`config.mk`:
```
export PLATFORM = sky130hd
export DESIGN_NAME = icache_fetch_ctrl
export DESIGN_NICKNAME = d
export VERILOG_FILES = /design/src/rtl/icache_fetch_ctrl.sv
export SDC_FILE = /design/constraint.sdc
export NUM_CORES = 1
export LEC_CHECK = 0
export CORE_MARGIN = 10
export CORE_UTILIZATION = 55
export DETAILED_ROUTE_END_ITERATION = 8
export PLACE_DENSITY_LB_ADDON = 0.12
export SLEW_MARGIN = 10
export SYNTH_ARGS = -nofsm -noshare
export SYNTH_HDL_FRONTEND = slang
export SYNTH_SLANG_ARGS = --single-unit
```
`constraint.sdc`:
```
create_clock -name clk -period 3.3 [get_ports clk]
set_input_delay 0.99 -clock clk [delete_from_list [all_inputs] [get_ports clk]]
set_output_delay 0.99 -clock clk [all_outputs]
set_load 0.01 [all_outputs]
```
`src/rtl/icache_fetch_ctrl.sv`:
```
// Fetch sequencer: owns the fetch PC, buffers cache words in a prefetch FIFO toward decode.
// Define ICACHE_HALT_DETECT_EN to stop fetching when HALT_WORD is read.
module icache_fetch_ctrl #(
  parameter int               WIDTH     = 32,
  parameter int               WIDTH_ADD = 6,
  parameter int               DEPTH     = 4,
  parameter logic [WIDTH-1:0] HALT_WORD = 32'hFFFF_FFFF
) (
  input  logic                 clk,
  input  logic                 rst,
  output logic [WIDTH_ADD-1:0] icache_addr,
  input  logic [WIDTH-1:0]     icache_data,
  input  logic                 redirect_valid,
  input  logic [WIDTH_ADD-1:0] redirect_addr,
  output logic                 instr_valid,
  input  logic                 instr_ready,
  output logic [WIDTH-1:0]     instr_data,
  output logic [WIDTH_ADD-1:0] instr_pc,
  output logic                 halted
);
  localparam int PTR_W = $clog2(DEPTH);
  localparam int CNT_W = $clog2(DEPTH + 1);
  localparam logic [CNT_W-1:0] FULL_CNT = CNT_W'(DEPTH);
`ifdef ICACHE_HALT_DETECT_EN
  localparam bit HALT_EN = 1'b1;
`else
  localparam bit HALT_EN = 1'b0;
`endif

  logic [WIDTH-1:0]     fifo_data [DEPTH];
  logic [WIDTH_ADD-1:0] fifo_pc   [DEPTH];
  logic [PTR_W-1:0]     rd_ptr;
  logic [PTR_W-1:0]     wr_ptr;
  logic [CNT_W-1:0]     count;
  logic [WIDTH_ADD-1:0] fetch_pc;
  logic                 halt_seen;

  logic                 pop;
  logic                 fetch_slot;
  logic                 is_halt;
  logic                 push;
  logic                 halt_set;
  logic [WIDTH_ADD-1:0] redirect_pc;

  assign icache_addr = fetch_pc;
  assign instr_valid = (count != '0);
  assign instr_data  = fifo_data[rd_ptr];
  assign instr_pc    = fifo_pc[rd_ptr];
  assign halted      = HALT_EN && halt_seen && (count == '0);

  // A full FIFO still accepts a word when the head leaves in the same cycle.
  assign pop         = instr_valid && instr_ready;
  assign fetch_slot  = !redirect_valid && !halt_seen && ((count < FULL_CNT) || pop);
  assign is_halt     = HALT_EN && (icache_data == HALT_WORD);
  assign push        = fetch_slot && !is_halt;
  assign halt_set    = fetch_slot && is_halt;
  assign redirect_pc = redirect_addr & ~WIDTH_ADD'(3);

  always_ff @(posedge clk) begin
    if (rst) begin
      fetch_pc  <= '0;
      rd_ptr    <= '0;
      wr_ptr    <= '0;
      count     <= '0;
      halt_seen <= 1'b0;
      for (int i = 0; i < DEPTH; i++) begin
        fifo_data[i] <= '0;
        fifo_pc[i]   <= '0;
      end
    end else if (redirect_valid) begin
      // Redirect squashes the queue, including any head decode accepts this cycle.
      fetch_pc  <= redirect_pc;
      rd_ptr    <= '0;
      wr_ptr    <= '0;
      count     <= '0;
      halt_seen <= 1'b0;
    end else begin
      if (push) begin
        fifo_data[wr_ptr] <= icache_data;
        fifo_pc[wr_ptr]   <= fetch_pc;
        wr_ptr            <= wr_ptr + PTR_W'(1);
        fetch_pc          <= fetch_pc + WIDTH_ADD'(4);
      end
      if (pop) rd_ptr <= rd_ptr + PTR_W'(1);
      if (push && !pop)      count <= count + CNT_W'(1);
      else if (pop && !push) count <= count - CNT_W'(1);
      if (halt_set) halt_seen <= 1'b1;
    end
  end
endmodule

```
==> summary.txt, run 1 <==
Finish
  – Non-Filler Instances: 700
  – Most common cell after layout, fill and taps aside: edfxtp_1
  – Most frequent cells in the layout: 144 x edfxtp_1, 109 x and2_1, 80 x clkdlybuf4s50_1
  – Final net count: 564
  – Share of layout cells above drive strength 1: 18.0%
  – Number of diodes: 0
  – Final Core Density: 70.6%
  – Synthesis-to-finish area growth: 24.6%

Power
  – VDD IR max: 0.291 mV
  – Pleak: 3.24 nW
  – Switching share of total power: 20.5%
  – Power, Total: 5.00 mW
  – PwrDens: 582 nW/um^2
  – Comb power frac: 10.1%
  – Clock network fraction of total power: 42.9%
  – Switching power: 1.02 mW
  – Sequential power share: 46.9%
  – P_int: 3.98 mW

Flow run
  – Maxcap violations: 0

Setup path
  – Worst reg2reg setup slack: 1.21 ns
  – Worst Setup Start Kind: register
  – CP Data Arrival Time: 2.15 ns
  – Crit-path max FO: 36
  – Worst-path cell chain: buf_12 -> mux4_2 -> clkdlybuf4s50_1
  – Reg2reg path depth: 7
  – WP data required: 2.31 ns
  – Critical path depth in cells: 3
  – Crit path buf inv count: 2
  – Crit-path slowest cell: mux4_2
  – Max stage delay on crit path: 0.59 ns
  – CP delay by family, top: buffers and inverters
  – Critical Path End Type: output port
  – CP Class: register to output port

Clock tree
  – Clk_lat worst skew: 0.42 ns
  – Post-CTS Resized: 0
  – Num CTS Buffers: 17
  – Reg clk slew, reported paths: 0.06 ns
  – H-tree depth: 4
  – CTS Buffer Depth: 2
  – CTS root buf: clkbuf_16
  – Setup Fix Bufs, Post-CTS: 0
  – CTS tree: built
  – CTS Sinks: 157
  – CTS Hold Buffers Added: 0

Die
  – Site Rows: 40
  – Starting density of the core: 56.7%
  – Die area: 17400 um^2
  – Die width: 132 um
  – Placeable Area: 12200 um^2
  – I/O pin cnt: 88
  – Die H: 132 um

Placement
  – Port bufs: 80
  – HPWL after DPL: 8.69 mm
  – Inst Count DP: 668
  – GP Congestion: 0.728

Synthesis
  – Top FF cell, synth: edfxtp_1
  – Synth Instances: 430
  – Netlist Area Pre-Place: 6900 um^2
  – YS warnings: 0
  – Post-synth ARST share: 0%
  – EDFF count, synth: 144
  – #FFs+latches synth: 157
  – Fraction of the yosys area taken by sequential cells: 66.5%
  – Syn Area/Cell: 16.0 um^2
  – Cell variety after synth: 39

Routing
  – Wire per inst: 20.9 um
  – TritonRoute pass-1 iters: 4
  – DRC: 0
  – Post-route ant nets: 0
  – Vias: 3905
  – Initial DRC Count: 329
  – DR vias/cell: 5.58
  – DRT Wirelength: 14.7 mm

Global routing
  – Largest net degree at the start of global routing: 37
  – Global-route wire length before repair: 23.6 mm
  – Total GRT Usage: 17.6%
  – Grt ovf: 0
  – Vias in the first global route: 4343
  – Initial antenna violation count: 0

Timing
  – Endpoints failing hold: 0
  – Setup Skew: 0.00728 ns
  – Max-slew violations: 0
  – Tmin final: 3.14 ns
  – Fmax: 319 MHz
  – Final period util: 95.1%
  – Setup TNS Final: 0 ns
  – Final setup fails: 0
  – RSZ-0062 raised after global routing: no

Min path
  – Hold Path Depth: 2
  – Worst Hold Class: register to register

Status
  – Status: finished, final reports clean
cells in the mapped netlist (3+ instances only):
library cell	instances	area share (%)
inv_1	6	0.33
xor2_1	5	0.64
nor2_1	9	0.49
a31o_2	3	0.38
mux4_2	36	12
edfxtp_1	144	63
clkbuf_2	3	0.22
buf_2	5	0.36
dfxtp_1	13	3.8
buf_4	6	0.65
and2_1	109	9.9
clkbuf_1	18	0.98
and3_1	38	3.4
worst register-to-register path: stages (launching register included):
cell	delay (ns)
dfxtp_1	0.36
o31ai_1	0.38
ha_1	0.26
inv_1	0.06
fa_1	0.37
xor2_1	0.16
or3_1	0.31
a21oi_1	0.14
power by group through the flow:
stage                     Clock [mW]  Sequential [mW]  Combinational [mW]
final                           2.15             2.35               0.507
after global routing            2.26             2.36               0.547
after global placement             0             2.38               0.506
after CTS                       2.17             2.35               0.516
after floorplan                    0             2.37               0.262
after detailed placement           0             2.39               0.512
logic make-up (layout without fill, tap and decap cells):
logic type	after synthesis	after routing	share of synthesized area, %
other cells	1	5	0.0544
mux	37	37	11.9
simple gates	170	170	15.6
fa+ha+maj	3	3	0.653
flops	157	157	66.5
buf+inv	40	138	2.87
xor+xnor	6	6	0.762
compound gates	16	16	1.72
layout make-up:
cell class / instances / area, um^2
clock buffers: 18 / 429
clock inverters: 14 / 223
fillers: 809 / 3570
inverters: 6 / 22.5
multi-input cells: 237 / 2130
flip-flops and latches: 157 / 4590
well taps: 168 / 210
repair buffers: 100 / 988
per-stage QoR:
step | instance area (um^2) | setup WS (ns) | hold WS [ns]
2_1_floorplan | 6910 | 0.628 | 0.485
3_3_place_gp | 7940 | 0.296 | 0.500
3_5_place_dp | 7940 | 0.243 | 0.518
4_1_cts | 8590 | 0.107 | 0.551
5_1_grt | 8590 | 0.0604 | 0.593
6_report | 8590 | 0.162 | 0.541
final timing paths:
| check | startpoint | endpoint |
|---|---|---|
| min reg2reg | rd_ptr[0]$_SDFFE_PP0P_ | register |
| max | register | instr_pc[5] |
| min | rd_ptr[0]$_SDFFE_PP0P_ | register |
| max reg2reg | count[2]$_SDFFE_PP0P_ | count[2]$_SDFFE_PP0P_ |
flip-flops by register name, indices dropped and copies added, names as in the netlist, named ones only:
signal       flops
rd_ptr           2
count            3
fifo_pc         16
icache_addr      4
fifo_data      128
wr_ptr           2
layer usage:
layer / GRT usage (%) / share of wire [%] / wire length (um)
met3: 4.50 / 5.2 / 761
met2: 30.4 / 53 / 7810
met4: 6.12 / 0.85 / 124
met5: 0 / 0 / 0
met1: 20.9 / 41 / 5960
(Power assumes the default switching activity.)
==> run 2, diff against run 1 <==
Settings changed: REMOVE_ABC_BUFFERS from default to 1, SETUP_SLACK_MARGIN from default to 0.02.
==> summary.txt, run 2 (synthesized netlist as in run 1, its figures left out) <==
Status
  – Status: finished, final reports clean

Die
  – Site Rows: 40 (unchanged)
  – Die H: 132 um (unchanged)
  – Starting density of the core: 56.7% (unchanged)
  – Die area: 17400 um^2 (unchanged)
  – Placeable Area: 12200 um^2 (unchanged)
  – I/O pin cnt: 88 (unchanged)
  – Die width: 132 um (unchanged)

Power
  – P_int: 3.90 mW (-1.9%)
  – Pleak: 3.27 nW (+0.93%)
  – Switching share of total power: 20.4% (-0.042 points)
  – Sequential power share: 47.9% (+1.0 points)
  – Comb power frac: 10.5% (+0.4 points)
  – Clock network fraction of total power: 41.6% (-1.3 points)
  – VDD IR max: 0.346 mV (+19%)
  – Switching power: 1.00 mW (-2.1%)
  – PwrDens: 568 nW/um^2 (-2.4%)

Finish
  – Number of flip-flops under the largest register name: 128 (unchanged)
  – Final instance area: 8630 um^2 (+0.50%)
  – Final net count: 571 (+1.2%)
  – Reg with most FFs: fifo_data
  – Most common cell after layout, fill and taps aside: edfxtp_1
  – Share of layout cells above drive strength 1: 18.2% (+0.20 points)
  – Non-Filler Instances: 705 (+0.71%)
  – Number of diodes: 0 (unchanged)
  – Most frequent cells in the layout: 144 x edfxtp_1, 109 x and2_1, 80 x clkdlybuf4s50_1
  – Synthesis-to-finish area growth: 25.2%

Routing
  – Wire per inst: 20.9 um (about the same)
  – Post-route ant nets: 0 (unchanged)
  – DRC: 0 (unchanged)
  – Initial DRC Count: 375 (+14%)
  – TritonRoute pass-1 iters: 4 (unchanged)
  – DRT Wirelength: 14.8 mm (+0.65%)
  – DR vias/cell: 5.56 (-0.35%)
  – Vias: 3919 (+0.36%)

Clock tree
  – CTS tree: built
  – CTS Buffer Depth: 2 (unchanged)
  – Num CTS Buffers: 17 (unchanged)
  – CTS root buf: clkbuf_16
  – CTS Hold Buffers Added: 0 (unchanged)
  – Setup Fix Bufs, Post-CTS: 0 (unchanged)
  – Clk_lat worst skew: 0.42 ns (about the same)
  – H-tree depth: 4 (unchanged)
  – Reg clk slew, reported paths: 0.06 ns (about the same)
  – CTS Sinks: 157 (unchanged)

Global routing
  – Global-route wire length before repair: 23.0 mm (-2.8%)
  – Largest net degree at the start of global routing: 37 (unchanged)
  – Total GRT Usage: 17.4% (-0.20 points)
  – Initial antenna violation count: 1 (+1)
  – Vias in the first global route: 4279 (-1.5%)
  – Grt ovf: 0 (unchanged)

Setup path
  – WP data required: 2.31 ns (about the same)
  – Critical Path End Type: output port
  – Worst Setup Start Kind: register
  – CP Data Arrival Time: 2.17 ns (+0.02 ns)
  – CP Class: register to output port
  – Crit-path max FO: 13 (-64%)

Timing
  – Final period util: 95.9% (+0.77 points)
  – Fmax: 316 MHz (-0.81%)
  – Tmin final: 3.16 ns (+0.0255 ns)
  – Setup Skew: 0.00568 ns (-0.00159 ns)
  – Max-slew violations: 0 (unchanged)
  – Final setup fails: 0 (unchanged)
  – RSZ-0062 raised after global routing: no
  – Endpoints failing hold: 0 (unchanged)
  – Setup TNS Final: 0 ns (unchanged)

Flow run
  – Maxcap violations: 0 (unchanged)

Placement
  – Post-DP Area: 8000 um^2 (+0.72%)
  – HPWL after DPL: 8.89 mm (+2.2%)
  – Inst Count DP: 674 (+0.90%)
  – Port bufs: 80 (unchanged)
  – GP Congestion: 0.820 (+13%)

Min path
  – Worst Hold Class: register to register
[run 2: cell types whose count changed in the layout (fill, tap and decap cells not counted)]
cell	delta
buf_4	+4
clkbuf_1	+2
clkinv_2	-2
clkinvlp_4	-2
buf_12	+1
buf_6	+1
bufinv_16	-1
clkbuf_16	+1
clkinv_1	+1
[run 2: power groups by stage]
stage | Combinational, mW | Clock (mW) | Sequential, mW
global placement | 0.511 | 0 | 2.38
global route | 0.556 | 2.15 | 2.36
floorplan | 0.233 | 0 | 2.39
CTS | 0.522 | 2.06 | 2.35
detailed placement | 0.519 | 0 | 2.39
finish | 0.517 | 2.04 | 2.35
[run 2: layer usage]
| layer | track usage, % | vias to the layer above | share of wire, % |
|---|---|---|---|
| met1 | 19.9 | 1973 | 39 |
| met5 | 0 | - | 0.081 |
| met2 | 30.2 | 131 | 53 |
| met4 | 6.49 | 2 | 1.5 |
| met3 | 5.11 | 20 | 6.3 |
| li1 | - | 1793 | - |
[run 2: worst paths after layout]
check,startpoint,to,slack [ns],cells after the start
max,register,instr_data[8],0.14,3
min reg2reg,rd_ptr[0]$_SDFFE_PP0P_,register,0.54,2
min,rd_ptr[0]$_SDFFE_PP0P_,register,0.54,2
max reg2reg,count[2]$_SDFFE_PP0P_,count[2]$_SDFFE_PP0P_,1.14,7
[run 2: area by class of cell]
cell class	instances	area, um^2
Sequential cell	157	4590
Fill cell	778	3530
Multi-Input combinational cell	237	2130
Timing Repair Buffer	107	1070
Clock buffer	20	437
Tap cell	168	210
Clock inverter	10	171
Inverter	6	22.5
[run 2: timing repair]
item	in CTS	in global routing
setup endpoints to repair	0	5
gates resized for setup	0	1
hold endpoints to repair	0	0
[run 2: stage by stage]
stage | power [mW] | hold slack, ns | util (%) | worst slack, ns
final | 4.91 | 0.538 | 71.0 | 0.137
after global routing | 5.07 | 0.575 | 71.0 | 0.0401
after CTS | 4.93 | 0.537 | 70.8 | 0.0528
after detailed placement | 2.91 | 0.513 | 65.8 | 0.220
after global placement | 2.89 | 0.500 | 65.8 | 0.300
after floorplan | 2.62 | 0.485 | - | 0.0168
[run 2: critical path: stages, from the launching register on]
cell and delay (ns):
dfxtp_2 0.47, buf_12 0.21, mux4_2 0.55, clkdlybuf4s50_1 0.51
==> run 3, diff against run 2 <==
Settings changed: SLEW_MARGIN 10 to 30.
==> results of run 3 <==
The final DEF is identical to that of run 2; final timing and power are the same.
